===== src/rtl/swap_ctrl_pkg.sv =====
// Shared types and constants for the memory swap controller.
package swap_ctrl_pkg;

    localparam int DEF_ADDR_W = 5;
    localparam int DEF_DATA_W = 8;

    localparam logic [1:0] SEL_A    = 2'd0;
    localparam logic [1:0] SEL_B    = 2'd1;
    localparam logic [1:0] SEL_HOST = 2'd2;

    typedef enum logic [2:0] {
        IDLE,
        RD_A,
        RD_B,
        CAP_B,
        WR_A,
        WR_B,
        DONE
    } state_t;

    // Address mux selection presented while the FSM sits in a given state.
    function automatic logic [1:0] sel_for(input state_t s);
        case (s)
            RD_A, WR_A:        sel_for = SEL_A;
            RD_B, CAP_B, WR_B: sel_for = SEL_B;
            default:           sel_for = SEL_HOST;
        endcase
    endfunction

endpackage


===== src/rtl/swap_ctrl.sv =====
// Swaps the contents of two memory words through a shared external address mux.
// Every output is registered from the next-state value, so it lines up with the state register.
module swap_ctrl
    import swap_ctrl_pkg::*;
#(
    parameter int ADDR_W = DEF_ADDR_W,
    parameter int DATA_W = DEF_DATA_W
) (
    input  logic              clk,
    input  logic              rst_n,
    input  logic              start,
    input  logic [ADDR_W-1:0] addr_a,
    input  logic [ADDR_W-1:0] addr_b,
    output logic [1:0]        mux_sel,
    output logic [ADDR_W-1:0] addr_a_q,
    output logic [ADDR_W-1:0] addr_b_q,
    input  logic [DATA_W-1:0] rd_data,
    output logic              wr_en,
    output logic [DATA_W-1:0] wr_data,
    output logic              busy,
    output logic              done,
    output logic [7:0]        swap_cnt
);

    state_t            state;
    state_t            state_nxt;
    logic [DATA_W-1:0] tmp_a;
    logic [DATA_W-1:0] tmp_b;

    // NOTE: the default assignment first keeps every path covered, so no latch is inferred.
    always_comb begin
        state_nxt = state;
        case (state)
            IDLE:    if (start) state_nxt = (addr_a == addr_b) ? DONE : RD_A;
            RD_A:    state_nxt = RD_B;
            RD_B:    state_nxt = CAP_B;
            CAP_B:   state_nxt = WR_A;
            WR_A:    state_nxt = WR_B;
            WR_B:    state_nxt = DONE;
            DONE:    state_nxt = IDLE;
            default: state_nxt = IDLE;
        endcase
    end

    // NOTE: non-blocking assignments only, so every register samples pre-edge values.
    always_ff @(posedge clk or negedge rst_n) begin
        if (!rst_n) begin
            state    <= IDLE;
            mux_sel  <= SEL_HOST;
            wr_en    <= 1'b0;
            wr_data  <= '0;
            busy     <= 1'b0;
            done     <= 1'b0;
            swap_cnt <= 8'd0;
            tmp_a    <= '0;
            tmp_b    <= '0;
            addr_a_q <= '0;
            addr_b_q <= '0;
        end else begin
            state   <= state_nxt;
            mux_sel <= sel_for(state_nxt);
            busy    <= (state_nxt != IDLE);
            done    <= (state_nxt == DONE);
            wr_en   <= (state_nxt == WR_A) || (state_nxt == WR_B);

            if (state == IDLE && start) begin
                addr_a_q <= addr_a;
                addr_b_q <= addr_b;
            end
            if (state == RD_B)  tmp_a <= rd_data;
            if (state == CAP_B) tmp_b <= rd_data;
            if (state == DONE && swap_cnt != 8'hFF) swap_cnt <= swap_cnt + 8'd1;

            // WR_A is entered on the same edge that captures tmp_b, so forward rd_data directly.
            case (state_nxt)
                WR_A:    wr_data <= rd_data;
                WR_B:    wr_data <= tmp_a;
                default: wr_data <= '0;
            endcase
        end
    end

endmodule


===== config.mk =====
export PLATFORM = sky130hd
export DESIGN_NAME = swap_ctrl
export DESIGN_NICKNAME = d
export VERILOG_FILES = /design/src/rtl/swap_ctrl_pkg.sv /design/src/rtl/swap_ctrl.sv
export SDC_FILE = /design/constraint.sdc
export NUM_CORES = 1
export LEC_CHECK = 0
export ABC_AREA = 1
export CELL_PAD_IN_SITES_DETAIL_PLACEMENT = 0
export CELL_PAD_IN_SITES_GLOBAL_PLACEMENT = 1
export CORE_ASPECT_RATIO = 0.6
export CORE_UTILIZATION = 37
export DETAILED_ROUTE_END_ITERATION = 7
export PLACE_DENSITY = 0.84
export SLEW_MARGIN = 20
export SYNTH_ARGS = -nofsm -noshare
export SYNTH_HDL_FRONTEND = slang
export SYNTH_SLANG_ARGS = --single-unit

===== constraint.sdc =====
create_clock -name clk -period 3.6 [get_ports clk]
set_input_delay 0.36 -clock clk [delete_from_list [all_inputs] [get_ports clk]]
set_output_delay 0.36 -clock clk [all_outputs]
set_load 0.01 [all_outputs]

**Word level (Yosys, flattened, before mapping)**

Cells that the tools add are included.

- Register bits after elaboration: 42
- Input bits: 21
- Output and inout bits: 31
- Word-level logic and storage cells: 37

- Add/sub/neg operators: 1
- Equal/unequal tests: 14
- Muxes and demuxes: 5
- Reduce and logical (&&, ||, !) cells: 7

Operators with widths:

| operator | count |
|---|---|
| $eq 3x3->1 const B | 6 |
| $pmux 3 s6 | 1 |
| $pmux 8 s2 | 1 |
| $eq 3x2->1 const B | 4 |
| $add 8x1->8 const B | 1 |
| $ne 8x8->1 const B | 1 |
| $eq 3x1->1 const B | 2 |
| $mux 3 | 2 |
| $eq 5x5->1 | 1 |
| $pmux 2 s2 | 1 |
| $logic_not 3->1 | 1 |
| $reduce_bool 3->1 | 1 |
| $reduce_or 3->1 | 1 |
| $logic_and 1x1->1 | 2 |
| $reduce_or 2->1 | 1 |
| $logic_or 1x1->1 | 1 |

**Logic depth before layout (Yosys ltp)**

Gate-level depths: netlist of run 1.

- Word-level depth: 7
- Depth in mapped cells: 10
- Gate-level depth less buffers: 10

**Least setup slack after synthesis of run 1**

Ideal clock, no wire load.

- Path type: register to register
- Start point: reg swap_cnt[0]
- End point: reg swap_cnt[7]
- Setup time: 0.123 ns
- Arrival time: 1.300 ns
- Data required time: 3.477 ns
- Path slack: 2.177 ns
- Cell stages (with the launch flop): 8
- Buffers on the path: 0
- Period minus slack after synthesis: 1.423 ns
- Cells stage by stage: dfrtp_1 ha_1 nand4_1 nand2_1 nor2_2 nand3_1 o21ai_0 nand2_1

- Word-level cells in the longest chain between the ends: 2
- Elaborated cells on any way between the ends: 3
- Classes of those cells: add/sub (1); eq/ne (1); reduce/logical (1)

Ends and longest elaborated chain:

| element | line | source |
|---|---|---|
| start: declaration | swap_ctrl.sv:22 | `output logic [7:0] swap_cnt` |
| start signal: assignment | swap_ctrl.sv:72 | `if (state == DONE && swap_cnt != 8'hFF) swap_cnt <= swap_cnt + 8'd1;` |
| parallel branches: the longest is 2 deep, another holds $add 8x1->8 | -- |  |

Parallel ways; which one is timed is not known.
A chain may end at the register's enable or synchronous reset.

**Worst setup path in the final report of run 1**

- Start point: reg state[1]
- End point: reg mux_sel[0]

- Word-level cells in the longest chain between the ends: 5
- Elaborated cells on any way between the ends: 16
- Classes of those cells: eq/ne (10); mux (3); reduce/logical (3)

Ends and longest elaborated chain:

| element | line | source |
|---|---|---|
| start: declaration | swap_ctrl.sv:25 | `state_t state;` |
| start signal: assignment | swap_ctrl.sv:60 | `state <= state_nxt;` |
| $eq 3x3->1 (tied with other cells) | swap_ctrl.sv:33 | `case (state)` |
| $pmux 3 s6 * | swap_ctrl.sv:33 |  |
| $eq 3x3->1 (tied with other cells) | swap_ctrl_pkg.sv:23 | `case (s)` |
| $reduce_or 3->1 or $reduce_or 2->1 (tied branches) | swap_ctrl_pkg.sv:23 |  |
| $pmux 2 s2 * | swap_ctrl_pkg.sv:23 |  |
| end signal: assignment | swap_ctrl.sv:61 | `mux_sel <= sel_for(state_nxt);` |
| end: declaration | swap_ctrl.sv:14 | `output logic [1:0] mux_sel,` |

Every way passes the cells marked *; elsewhere a longest branch is shown, timed or not.

==> impl_metrics.tcl, run 1 <==
set metrics [dict create \
    status "complete, no violations" \
    start_util_pct 38.7 \
    cts_tree "yes" \
    num_rows 19 \
    antenna_cells 0 \
    period_share_pct 48.7 \
    fin_util_pct 52.7 \
    finalPower_w 0.00187 \
    yosys_warnings 0 \
    worstPathMaxFanout 12 \
    p_leak_nw 1.16 \
    timing.hold.ws_ns 0.222 \
    hold_path_class "primary input to async pin" \
    synth_area_per_cell_sq_um 9.01 \
    via_per_inst 4.44 \
    htree_levels 2 \
    preCtsSetupSlack_ns 1.78 \
    worstPathRequired_ns 3.78 \
    antenna_found_initial 0 \
    cts_setup_buffers 0 \
    die-area_sq_mm 0.00509 \
    drv_cap 0 \
    final_nets 273 \
    hpwl_um 2510 \
    grt_start_max_net_pins 43 \
    syn_area_sq_mm 0.00177 \
    ios 52 \
    switching_share_pct 36.1 \
    drt_wl_total_um 3480 \
    clkPwrFrac_pct 14.8 \
    arrival_ns 1.93 \
    ir_worst_vdd_mv 0.348 \
    layout_commonest_cell "nand2_1" \
    first_pass_iters 4 \
    synth.net_count 219 \
    grt_use_total_pct 15.0 \
    setup_violations 0 \
    grt_pass1_vias 1309 \
    routed-via-count 1393 \
    synth.ff_latch_count 42 \
    setup_ws_ns 1.85 \
    ctsHoldBuffers 0 \
    grt_pass1_wl_um 5950 \
    maxClockFrequency_mhz 570 \
    cts_buffers 5 \
    p_switching_w 0.000673 \
    core_area_sq_mm 0.00459 \
    worstMarginPinSlew_ns 0.924 \
    start_kind "flip-flop" \
    relSlewSlack_pct 38.4 \
    worst_r2r_startpoint "state[1]" \
    drt_first_iter_violations 72 \
    cts_sinks 42 \
    clk_latency_ns 0.28 \
    place.gp.congestion 0.747 \
    clockBufferDepth 2 \
    slew_viol_final 0 \
    fp.dieW_um 91.4 \
    postSynthCellCount 197 \
    post_drt_wl_per_cell_um 11.1 \
    powerDensity_mw_per_mm2 772 \
    cts_root_buf "clkbuf_8" \
    path_class "flip-flop to flip-flop" \
    rsz0062_at_grt "false" \
    p_int_w 0.00119 \
    cp-startpoint "state[1]" \
    finalClockSkew_ns 0.00925 \
    place.port_buffers 51 \
    clkTransAtPathRegs_ns 0.08 \
    final-hold-violation-count 0 \
    syn_to_final_growth_pct 36.3 \
    worstSetupEndpointType "flip-flop" \
    combPwrFrac_pct 41.8 \
    ant_nets 0 \
    drc_errors 0 \
    cts_resized 0 \
    seqPwrFrac_pct 43.3 \
    post-route-min-period_ns 1.75 \
    die_h_um 55.6 \
    setup_tns_ns 0 \
    ys_seq_area_share_pct 59.3 \
    grt_overflow 0 \
    drive_gt1_share_pct 7.57 \
    final_cell_mix "54 x nand2_1, 50 x clkdlybuf4s50_1, 41 x dfrtp_1" \
    synthDistinctLibCells 21 \
]
==> worst max-delay path, cell delays in order, from the launching register on <==
cell and delay [ns]:
dfrtp_1 0.43, nor2_2 0.40, nand2_2 0.13, nor2_4 0.16, nand4_1 0.14, nand2_1 0.10
nand2_2 0.08, o21ai_0 0.21
==> per-layer routing <==
layer / part of all wire [%] / wire (um) / vias up / GRT usage (%)
li1: - / - / 726 / -
met2: 39 / 1350 / 35 / 21.2
met3: 6.6 / 231 / 2 / 5.87
met4: 0.29 / 10 / 0 / 2.04
met5: 0 / 0 / - / 0
met1: 54 / 1890 / 630 / 22.4
==> final cells by class <==
cell class	count	area, sq um
Clock buffer	7	76.3
Inverter	26	97.6
Multi-Input combinational cell	125	608
Fill cell	444	2170
Timing Repair Buffer	51	505
Sequential cell	42	1050
Tap cell	63	78.8
==> cell usage after synthesis (all sizes together) <==
library cell	instances	share of area [%]
nand4	4	1.4
and3	1	0.35
inv	26	5.5
dfstp	1	1.5
mux2	1	0.63
xor2	2	0.99
nand2	57	12
xnor2	4	2.0
or2	1	0.35
nand3	13	3.7
clkbuf	2	0.42
buf	2	0.49
o21ai	25	7.1
dfrtp	41	58
ha	1	0.71
nor2	16	4.7
==> cell families (layout without fill, tap and decap cells) <==
| group | Yosys count | after routing | synth area share [%] |
|---|---|---|---|
| simple gates | 92 | 92 | 22.9 |
| mux | 1 | 1 | 0.635 |
| fa+ha+maj | 1 | 1 | 0.705 |
| buf+inv | 30 | 84 | 6.42 |
| xor+xnor | 6 | 6 | 2.96 |
| flops | 42 | 42 | 59.3 |
| compound gates | 25 | 25 | 7.05 |
==> metrics by stage <==
stage          cells  instance area (sq um)
2_1_floorplan    197                   1770
3_3_place_gp     307                   2340
3_5_place_dp     307                   2340
4_1_cts          314                   2420
5_1_grt          314                   2420
6_report         314                   2420
==> path summary, 6_finish.rpt <==
| kind | endpoint | slack, ns | cells after the start |
|---|---|---|---|
| setup reg to reg | mux_sel[0] | 1.85 | 7 |
| min in group clk | addr_b_q[0] | 0.48 | 2 |
| max in group asynchronous | mux_sel[0] | 2.81 | 1 |
| hold / removal | tmp_a[1] | 0.22 | 1 |
| setup / recovery | mux_sel[0] | 1.85 | 7 |
| hold reg to reg | addr_b_q[0] | 0.48 | 2 |
==> sequential cells by signal, summed over array words and instances, names as in the netlist <==
| signal | flops |
|---|---|
| addr_a_q | 5 |
| addr_b_q | 5 |
| busy | 1 |
| done | 1 |
| mux_sel | 2 |
| state | 3 |
| swap_cnt | 8 |
| tmp_a | 8 |
| wr_data | 8 |
| wr_en | 1 |
==> power groups by stage <==
stage / clock network, W / logic, W / registers (W)
2_1_floorplan: 0 / 0.000367 / 0.000850
3_3_place_gp: 0 / 0.000776 / 0.000817
3_5_place_dp: 0 / 0.000787 / 0.000815
4_1_cts: 0.000288 / 0.000791 / 0.000809
5_1_grt: 0.000308 / 0.000872 / 0.000836
6_report: 0.000277 / 0.000781 / 0.000808
No activity file was read; power rests on OpenSTA's default activity.
==> run 2, diff against run 1 <==
CORE_UTILIZATION = 31   (was 37)
PLACE_DENSITY = 0.75   (was 0.84)
clock period = 1.55 ns   (was 3.6 ns; I/O delays follow)
==> impl_metrics.tcl, run 2 (same netlist as run 1, synthesis figures left out) <==
set metrics [dict create \
    status "complete, no violations" \
    worstSetupEndpointType "primary output" \
    clk_latency_ns 0.29 \
    start_util_pct 33.6 \
    cts_buffers 5 \
    grt_start_max_net_pins 24 \
    p_leak_nw 1.23 \
    cp_top_family "buffers and inverters" \
    relSlewSlack_pct 67.6 \
    grt_use_total_pct 14.2 \
    first_pass_iters 4 \
    die-area_sq_mm 0.00604 \
    hold_path_class "primary input to async pin" \
    cts_sinks 42 \
    via_per_inst 4.18 \
    core_area_sq_mm 0.00528 \
    drc_errors 0 \
    crit_path_cell_trace "clkdlybuf4s50_1" \
    ff2ff_setup_slack_ns 0.13 \
    slew_viol_final 0 \
    clkTransAtPathRegs_ns 0.08 \
    worst_r2r_startpoint "state[0]" \
    finalPower_w 0.00457 \
    layout_commonest_cell "nand2_1" \
    antenna_found_initial 0 \
    place.port_buffers 51 \
    grt_pass1_vias 1438 \
    critical_path.max_stage_delay_ns 0.53 \
    r2r_end "swap_cnt[6]" \
    fill_cells 524 \
    cts_tree "yes" \
    maxClockFrequency_mhz 677 \
    post-route-min-period_ns 1.48 \
    setup_violations 0 \
    fp.dieW_um 99.7 \
    antenna_cells 0 \
    final_cell_mix "53 x nand2_1, 50 x clkdlybuf4s50_1, 41 x dfrtp_1" \
    final-hold-violation-count 0 \
    finalClockSkew_ns 0.00824 \
    grt_pass1_wl_um 6460 \
    worstMarginPinSlew_ns 0.486 \
    clockBufferDepth 2 \
    worstPathMaxFanout 1 \
    drive_gt1_share_pct 12.9 \
    drt_first_iter_violations 57 \
    timing.hold.ws_ns 0.355 \
    start_kind "flip-flop" \
    reg_top3 "swap_cnt (8), tmp_a (8), wr_data (8)" \
    cts_setup_buffers 0 \
    grt_overflow 0 \
    post_drt_wl_per_cell_um 11.1 \
    period_share_pct 95.2 \
    final_nets 285 \
    worstPathRequired_ns 1.39 \
    ff2ff_path_depth 9 \
    num_rows 20 \
    die_h_um 60.6 \
    routed-via-count 1426 \
    slowest_stage "clkdlybuf4s50_1" \
    ir_worst_vdd_mv 0.547 \
    cts_root_buf "clkbuf_8" \
    path_class "flip-flop to primary output" \
    ant_nets 0 \
    cp-startpoint "mux_sel[1]" \
    ios 52 \
    syn_to_final_growth_pct 45.1 \
    drt_wl_total_um 3780 \
    hpwl_um 2790 \
    htree_levels 2 \
    powerDensity_mw_per_mm2 1780 \
    path_buf_inv 1 \
    arrival_ns 1.32 \
    place.gp.congestion 0.752 \
    drv_cap 0 \
]
[run 2: per-layer routing]
| metal | wire length, um | part of all wire, % | up-vias | GRT usage, % |
|---|---|---|---|---|
| li1 | - | - | 752 | - |
| met1 | 2070 | 55 | 636 | 20.2 |
| met2 | 1470 | 39 | 35 | 21.3 |
| met3 | 216 | 5.7 | 3 | 4.61 |
| met4 | 19 | 0.50 | 0 | 3.15 |
| met5 | 0 | 0 | - | 0 |
[run 2: stage by stage]
| step | instance area [sq um] | util [%] | setup TNS (ns) | setup WS [ns] | instances |
|---|---|---|---|---|---|
| floorplan | 1770 | - | 0 | 0.127 | 197 |
| global placement | 2450 | 46.5 | -0.000728 | -0.000728 | 332 |
| detailed placement | 2450 | 46.5 | -0.0116 | -0.0116 | 332 |
| CTS | 2540 | 48.2 | 0 | 0.0509 | 341 |
| global route | 2570 | 48.7 | -0.0163 | -0.0163 | 341 |
| finish | 2570 | 48.7 | 0 | 0.0739 | 341 |
[run 2: area by class of cell]
cell class | instances | area (sq um) | share of cell area (%)
flip-flops and latches | 42 | 1050 | 40.9
multi-input cells | 125 | 637 | 24.7
repair buffers | 63 | 611 | 23.7
inverters | 26 | 97.6 | 3.79
well taps | 77 | 96.3 | 3.74
clock buffers | 8 | 80.1 | 3.11
[run 2: worst register-to-register path: stages (launching register included)]
cell and delay (ns):
dfrtp_1 0.42, inv_1 0.12, nand2_1 0.09, nor2_2 0.12
nand2_2 0.12, nor2_4 0.13, nand3_1 0.12, nor2_1 0.11
nor2_1 0.05, nor2_1 0.08
[run 2: repair_timing]
action,CTS,global route
hold endpoints to repair,18,0
resized for setup,0,8
endpoints found under the setup margin,0,3
hold buffers,1,0
[run 2: power by group]
group,internal (W),switching [W],total (W)
registers,0.00157,0.000249,0.00182
clock network,0.000320,0.000342,0.000662
logic,0.00104,0.00105,0.00209
total,0.00292,0.00165,0.00457
[run 2: worst max-delay path by stage]
stage,to,depth (start not counted)
global placement,mux_sel[1],11
finish,mux_sel[1],1
global route,swap_cnt[6],9
CTS,swap_cnt[7],8
detailed placement,mux_sel[1],11
floorplan,swap_cnt[7],7
